--- src/rtl/demux_buf_pkg.sv ---
// Shared constants for the demux_buf steering block. The select encoding
// matches the 2:1 datapath selector so that sel = 0 means path 1 everywhere.
package demux_buf_pkg;

  localparam int WIDTH_DEFAULT = 8;
  localparam int CNT_W_DEFAULT = 8;

  localparam logic SEL_OUT1 = 1'b0;
  localparam logic SEL_OUT2 = 1'b1;

endpackage : demux_buf_pkg

--- src/rtl/demux_buf_slot.sv ---
// One destination of the demultiplexer: a one-entry holding register with
// a valid flag (EMPTY/FULL), a handshake counter and the ready term that
// tells the producer side whether this slot can take a write this cycle.
module demux_slot
  import demux_buf_pkg::*;
#(
  parameter int WIDTH = WIDTH_DEFAULT,
  parameter int CNT_W = CNT_W_DEFAULT
) (
  input  logic             clk,
  input  logic             rst,
  input  logic             wr_en,
  input  logic [WIDTH-1:0] wr_data,
  input  logic             rd_ready,
  output logic [WIDTH-1:0] data,
  output logic             valid,
  output logic [CNT_W-1:0] count,
  output logic             wr_ready
);

  logic [WIDTH-1:0] data_q, data_d;
  logic             valid_q, valid_d;
  logic [CNT_W-1:0] count_q, count_d;
  logic             consume;

  // Next-state: a write always refills the slot, a consume without a write
  // empties it, and every consume is counted (wrapping naturally).
  always_comb begin
    data_d   = data_q;
    valid_d  = valid_q;
    count_d  = count_q;
    consume  = valid_q && rd_ready;
    wr_ready = !valid_q || rd_ready;
    if (consume) begin
      valid_d = 1'b0;
      count_d = count_q + 1'b1;
    end
    if (wr_en) begin
      valid_d = 1'b1;
      data_d  = wr_data;
    end
  end

  // Slot state register; reset discards any pending entry at once.
  always_ff @(posedge clk or posedge rst) begin
    if (rst) begin
      data_q  <= '0;
      valid_q <= 1'b0;
      count_q <= '0;
    end else begin
      data_q  <= data_d;
      valid_q <= valid_d;
      count_q <= count_d;
    end
  end

  assign data  = data_q;
  assign valid = valid_q;
  assign count = count_q;

endmodule : demux_slot

--- src/rtl/demux_buf.sv ---
// 1:2 buffered demultiplexer: steers one producer stream into one of two
// holding slots chosen per transfer by in_sel, each with its own handshake.
module demux_buf
  import demux_buf_pkg::*;
#(
  parameter int WIDTH = WIDTH_DEFAULT,
  parameter int CNT_W = CNT_W_DEFAULT
) (
  input  logic             clk,
  input  logic             rst,
  input  logic [WIDTH-1:0] in_data,
  input  logic             in_sel,
  input  logic             in_valid,
  output logic             in_ready,
  output logic [WIDTH-1:0] out1_data,
  output logic             out1_valid,
  input  logic             out1_ready,
  output logic [WIDTH-1:0] out2_data,
  output logic             out2_valid,
  input  logic             out2_ready,
  output logic [CNT_W-1:0] out1_count,
  output logic [CNT_W-1:0] out2_count
);

  logic slot1_ready;
  logic slot2_ready;
  logic wr_en1;
  logic wr_en2;
  logic accept;

  // Ready follows only the selected slot; the write enable goes to that slot
  // alone so the other destination can drain independently.
  always_comb begin
    in_ready = (in_sel == SEL_OUT2) ? slot2_ready : slot1_ready;
    accept   = in_valid && in_ready;
    wr_en1   = accept && (in_sel == SEL_OUT1);
    wr_en2   = accept && (in_sel == SEL_OUT2);
  end

  demux_slot #(
    .WIDTH(WIDTH),
    .CNT_W(CNT_W)
  ) u_slot1 (
    .clk      (clk),
    .rst      (rst),
    .wr_en    (wr_en1),
    .wr_data  (in_data),
    .rd_ready (out1_ready),
    .data     (out1_data),
    .valid    (out1_valid),
    .count    (out1_count),
    .wr_ready (slot1_ready)
  );

  demux_slot #(
    .WIDTH(WIDTH),
    .CNT_W(CNT_W)
  ) u_slot2 (
    .clk      (clk),
    .rst      (rst),
    .wr_en    (wr_en2),
    .wr_data  (in_data),
    .rd_ready (out2_ready),
    .data     (out2_data),
    .valid    (out2_valid),
    .count    (out2_count),
    .wr_ready (slot2_ready)
  );

endmodule : demux_buf

--- config.mk ---
export PLATFORM = sky130hd
export DESIGN_NAME = demux_buf
export DESIGN_NICKNAME = d
export VERILOG_FILES = /design/src/rtl/demux_buf_pkg.sv /design/src/rtl/demux_buf_slot.sv /design/src/rtl/demux_buf.sv
export SDC_FILE = /design/constraint.sdc
export NUM_CORES = 1
export LEC_CHECK = 0
export CAP_MARGIN = 5
export CORE_MARGIN = 4
export CORE_UTILIZATION = 40
export CTS_CLUSTER_DIAMETER = 150
export DETAILED_ROUTE_END_ITERATION = 6
export PLACE_DENSITY = 0.74
export SLEW_MARGIN = 10
export SYNTH_ARGS = -nofsm -noshare
export SYNTH_HDL_FRONTEND = slang
export SYNTH_SLANG_ARGS = --single-unit
--- constraint.sdc ---
create_clock -name clk -period 1.6 [get_ports clk]
set_clock_uncertainty 0.1 [all_clocks]
set_input_delay 0.4 -clock clk [delete_from_list [all_inputs] [get_ports clk]]
set_output_delay 0.4 -clock clk [all_outputs]
set_load 0.03 [all_outputs]
==> impl_metrics.ini <==
[sta]
fin_ws_ps = -135
timing.slew.headroom = 0.833
finalMaxSlewViolations = 0
setup_viol = 1
fin_crit_ps = 1740
worstMarginPinSlew_ps = 251
hold_violations = 0
fmax_ghz = 0.576
rsz0062_at_grt = yes
fin_crit_sh = 1.08
whs_ps = 301

[setup_path]
path_class = register to primary output
required_ps = 1100
cp_max_fo = 2
r2r-start = u_slot1.valid$_DFFE_PP0P_
reg2regPathDepth = 6
end_kind = primary output
r2r_setup_slack_ps = 60
crit_path_end = in_ready
startpoint_type = register
crit_start = u_slot1.valid$_DFFE_PP0P_
cp.arrival_ps = 1240
regToRegEndpoint = u_slot1.data[5]$_DFFE_PP0P_

[clock_network]
insertion_delay_ps = 330
cts_tree = done
htree_levels = 2
ctsHoldBuffers = 0
clkTransAtPathRegs_ps = 110
cts-root-buf = clkbuf_4
cts-buffers-inserted = 5
clkSinkCount = 34
cts_buffer_depth = 2

[cells_and_area]
num_antenna_cells = 0
final_common_cell = dfrtp_1
fin_util = 0.652
layout-drive-gt1-share = 0.508
fillCellCount = 270
fin_area_mm2 = 0.00223
final_cell_mix = dfrtp_1 (34), buf_4 (25), clkdlybuf4s15_2 (16)
area_growth_syn_to_layout_pct = 54.8
nNetsFinal = 194

[synthesis]
synth_fp_nets = 117
seq_area_frac_synth = 0.591
synthDistinctLibCells = 22
ys_warn_count = 0
synth_area_mm2 = 0.00144
postSynthAreaPerCell_um2 = 14.2
synth-seq-cells = 34
postSynthCellCount = 101

[placed_design]
routabilityCongestion = 0.775
portBuffers = 48
dp_slack_ps = -795
hpwl_um = 2220
place_area_mm2 = 0.00212

[drt]
vias_per_cell = 4.68
drtAntennaViolNets = 0
drt_wl_total_um = 3140
dr.pass1.iters = 4
drt-wirelength-per-cell_um = 14.0
vias = 1053
drc = 0
drt_iter0_markers = 51

[die]
top_level_ports = 49
std_cell_rows = 21
die_h_um = 68.0
die-area_mm2 = 0.00462
dieWidth_um = 68.0
initial_core_util = 0.421
core_area_mm2 = 0.00342

[global_route]
track_usage = 0.155
grt_start_max_net_pins = 35
gr-total-overflow = 0
antenna_found_initial = 0
grt_pass1_wl_um = 5080
grt_pass1_vias = 1070

[job]
cap_viol_max_count = 0

[status]
violations = setup timing
status = finished, violations left

[power]
p_leak_nw = 1.10
p_per_area_mw_per_mm2 = 1410
peakVddDrop_mv = 0.729

[hold_path]
hold_path.class = input pin to asynchronous set/reset pin
-- flip-flops by register name, summed over array words and instances, names as in the netlist --
name,count
u_slot2.valid,1
u_slot2.data,8
u_slot1.data,8
u_slot1.count,8
u_slot1.valid,1
u_slot2.count,8
-- worst min path at each step --
stage | end | cells past startpoint
2_1_floorplan | u_slot1.count[0]$_DFFE_PP0P_ | 1
3_3_place_gp | u_slot1.count[7]$_DFFE_PP0P_ | 1
3_5_place_dp | u_slot1.count[7]$_DFFE_PP0P_ | 1
4_1_cts | u_slot1.count[5]$_DFFE_PP0P_ | 3
5_1_grt | u_slot1.count[3]$_DFFE_PP0P_ | 3
6_report | u_slot1.count[5]$_DFFE_PP0P_ | 3
-- stage by stage --
step | TNS, ps | total power [mW] | instances
6_report | -135 | 3.14 | 225
5_1_grt | -174 | 3.32 | 225
4_1_cts | -136 | 3.20 | 223
3_5_place_dp | -7230 | 2.65 | 213
3_3_place_gp | -6580 | 2.62 | 213
2_1_floorplan | 0 | 1.98 | 101
-- logic make-up after synthesis --
| group | count (synthesis) | synth area share |
|---|---|---|
| adder cells (fa/ha/maj) | 2 | 0.0174 |
| flip-flops | 34 | 0.591 |
| buffers and inverters | 3 | 0.0139 |
| multiplexers | 19 | 0.170 |
| XOR/XNOR | 14 | 0.0852 |
| AND/OR/NAND/NOR | 29 | 0.123 |
-- what timing repair did --
action	in CTS	in global routing
resized for setup	91	18
endpoints found under the hold margin	0	0
buffers inserted	2	1
setup endpoints to repair	31	21
pin swaps	0	1
cloned	0	1
-- metal layers --
metal  track usage  wire (um)  vias up
met2         0.232       1560       42
met5             0          0        -
met3        0.0755        266        4
met1         0.187       1270      499
met4        0.0670         46        0
li1              -          -      508
-- critical path, cell delays in order (launching register included) --
cell	delay, ps
dfrtp_1	420
nand2b_4	70
mux2_4	280
buf_6	140
-- where the power goes --
part | switching (mW) | total [mW] | internal [mW]
combinational | 0.738 | 1.33 | 0.595
sequential | 0.163 | 1.22 | 1.06
clock | 0.281 | 0.581 | 0.300
total | 1.18 | 3.14 | 1.96
-- synth_stat cells --
| cell | instances | area [um2] |
|---|---|---|
| dfrtp_1 | 34 | 851 |
| mux2_2 | 11 | 124 |
| mux2_4 | 8 | 120 |
| nand2_1 | 8 | 30.0 |
| xnor2_1 | 8 | 70.1 |
| xor2_1 | 6 | 52.6 |
| and3_1 | 4 | 25.0 |
| nand4_1 | 4 | 25.0 |
| nand3_1 | 3 | 15.0 |
| ha_1 | 2 | 25.0 |
| nor3_1 | 2 | 10.0 |
| and2_1 | 1 | 6.26 |
| and3_2 | 1 | 7.51 |
| and4_1 | 1 | 8.76 |
| buf_2 | 1 | 5.00 |
| buf_6 | 1 | 11.3 |
| inv_1 | 1 | 3.75 |
| nand2b_1 | 1 | 6.26 |
| nand2b_4 | 1 | 13.8 |
| nand3b_2 | 1 | 11.3 |
| nor2_1 | 1 | 3.75 |
| nor2b_4 | 1 | 13.8 |
-- area by class of cell --
| type | instances | area [um2] | area share |
|---|---|---|---|
| Tap cell | 46 | 57.6 | 0.0258 |
| Clock buffer | 8 | 78.8 | 0.0354 |
| Timing Repair Buffer | 71 | 628 | 0.282 |
| Sequential cell | 34 | 851 | 0.382 |
| Inverter | 1 | 3.75 | 0.00169 |
| Multi-Input combinational cell | 65 | 608 | 0.273 |
(Power assumes the default switching activity.)
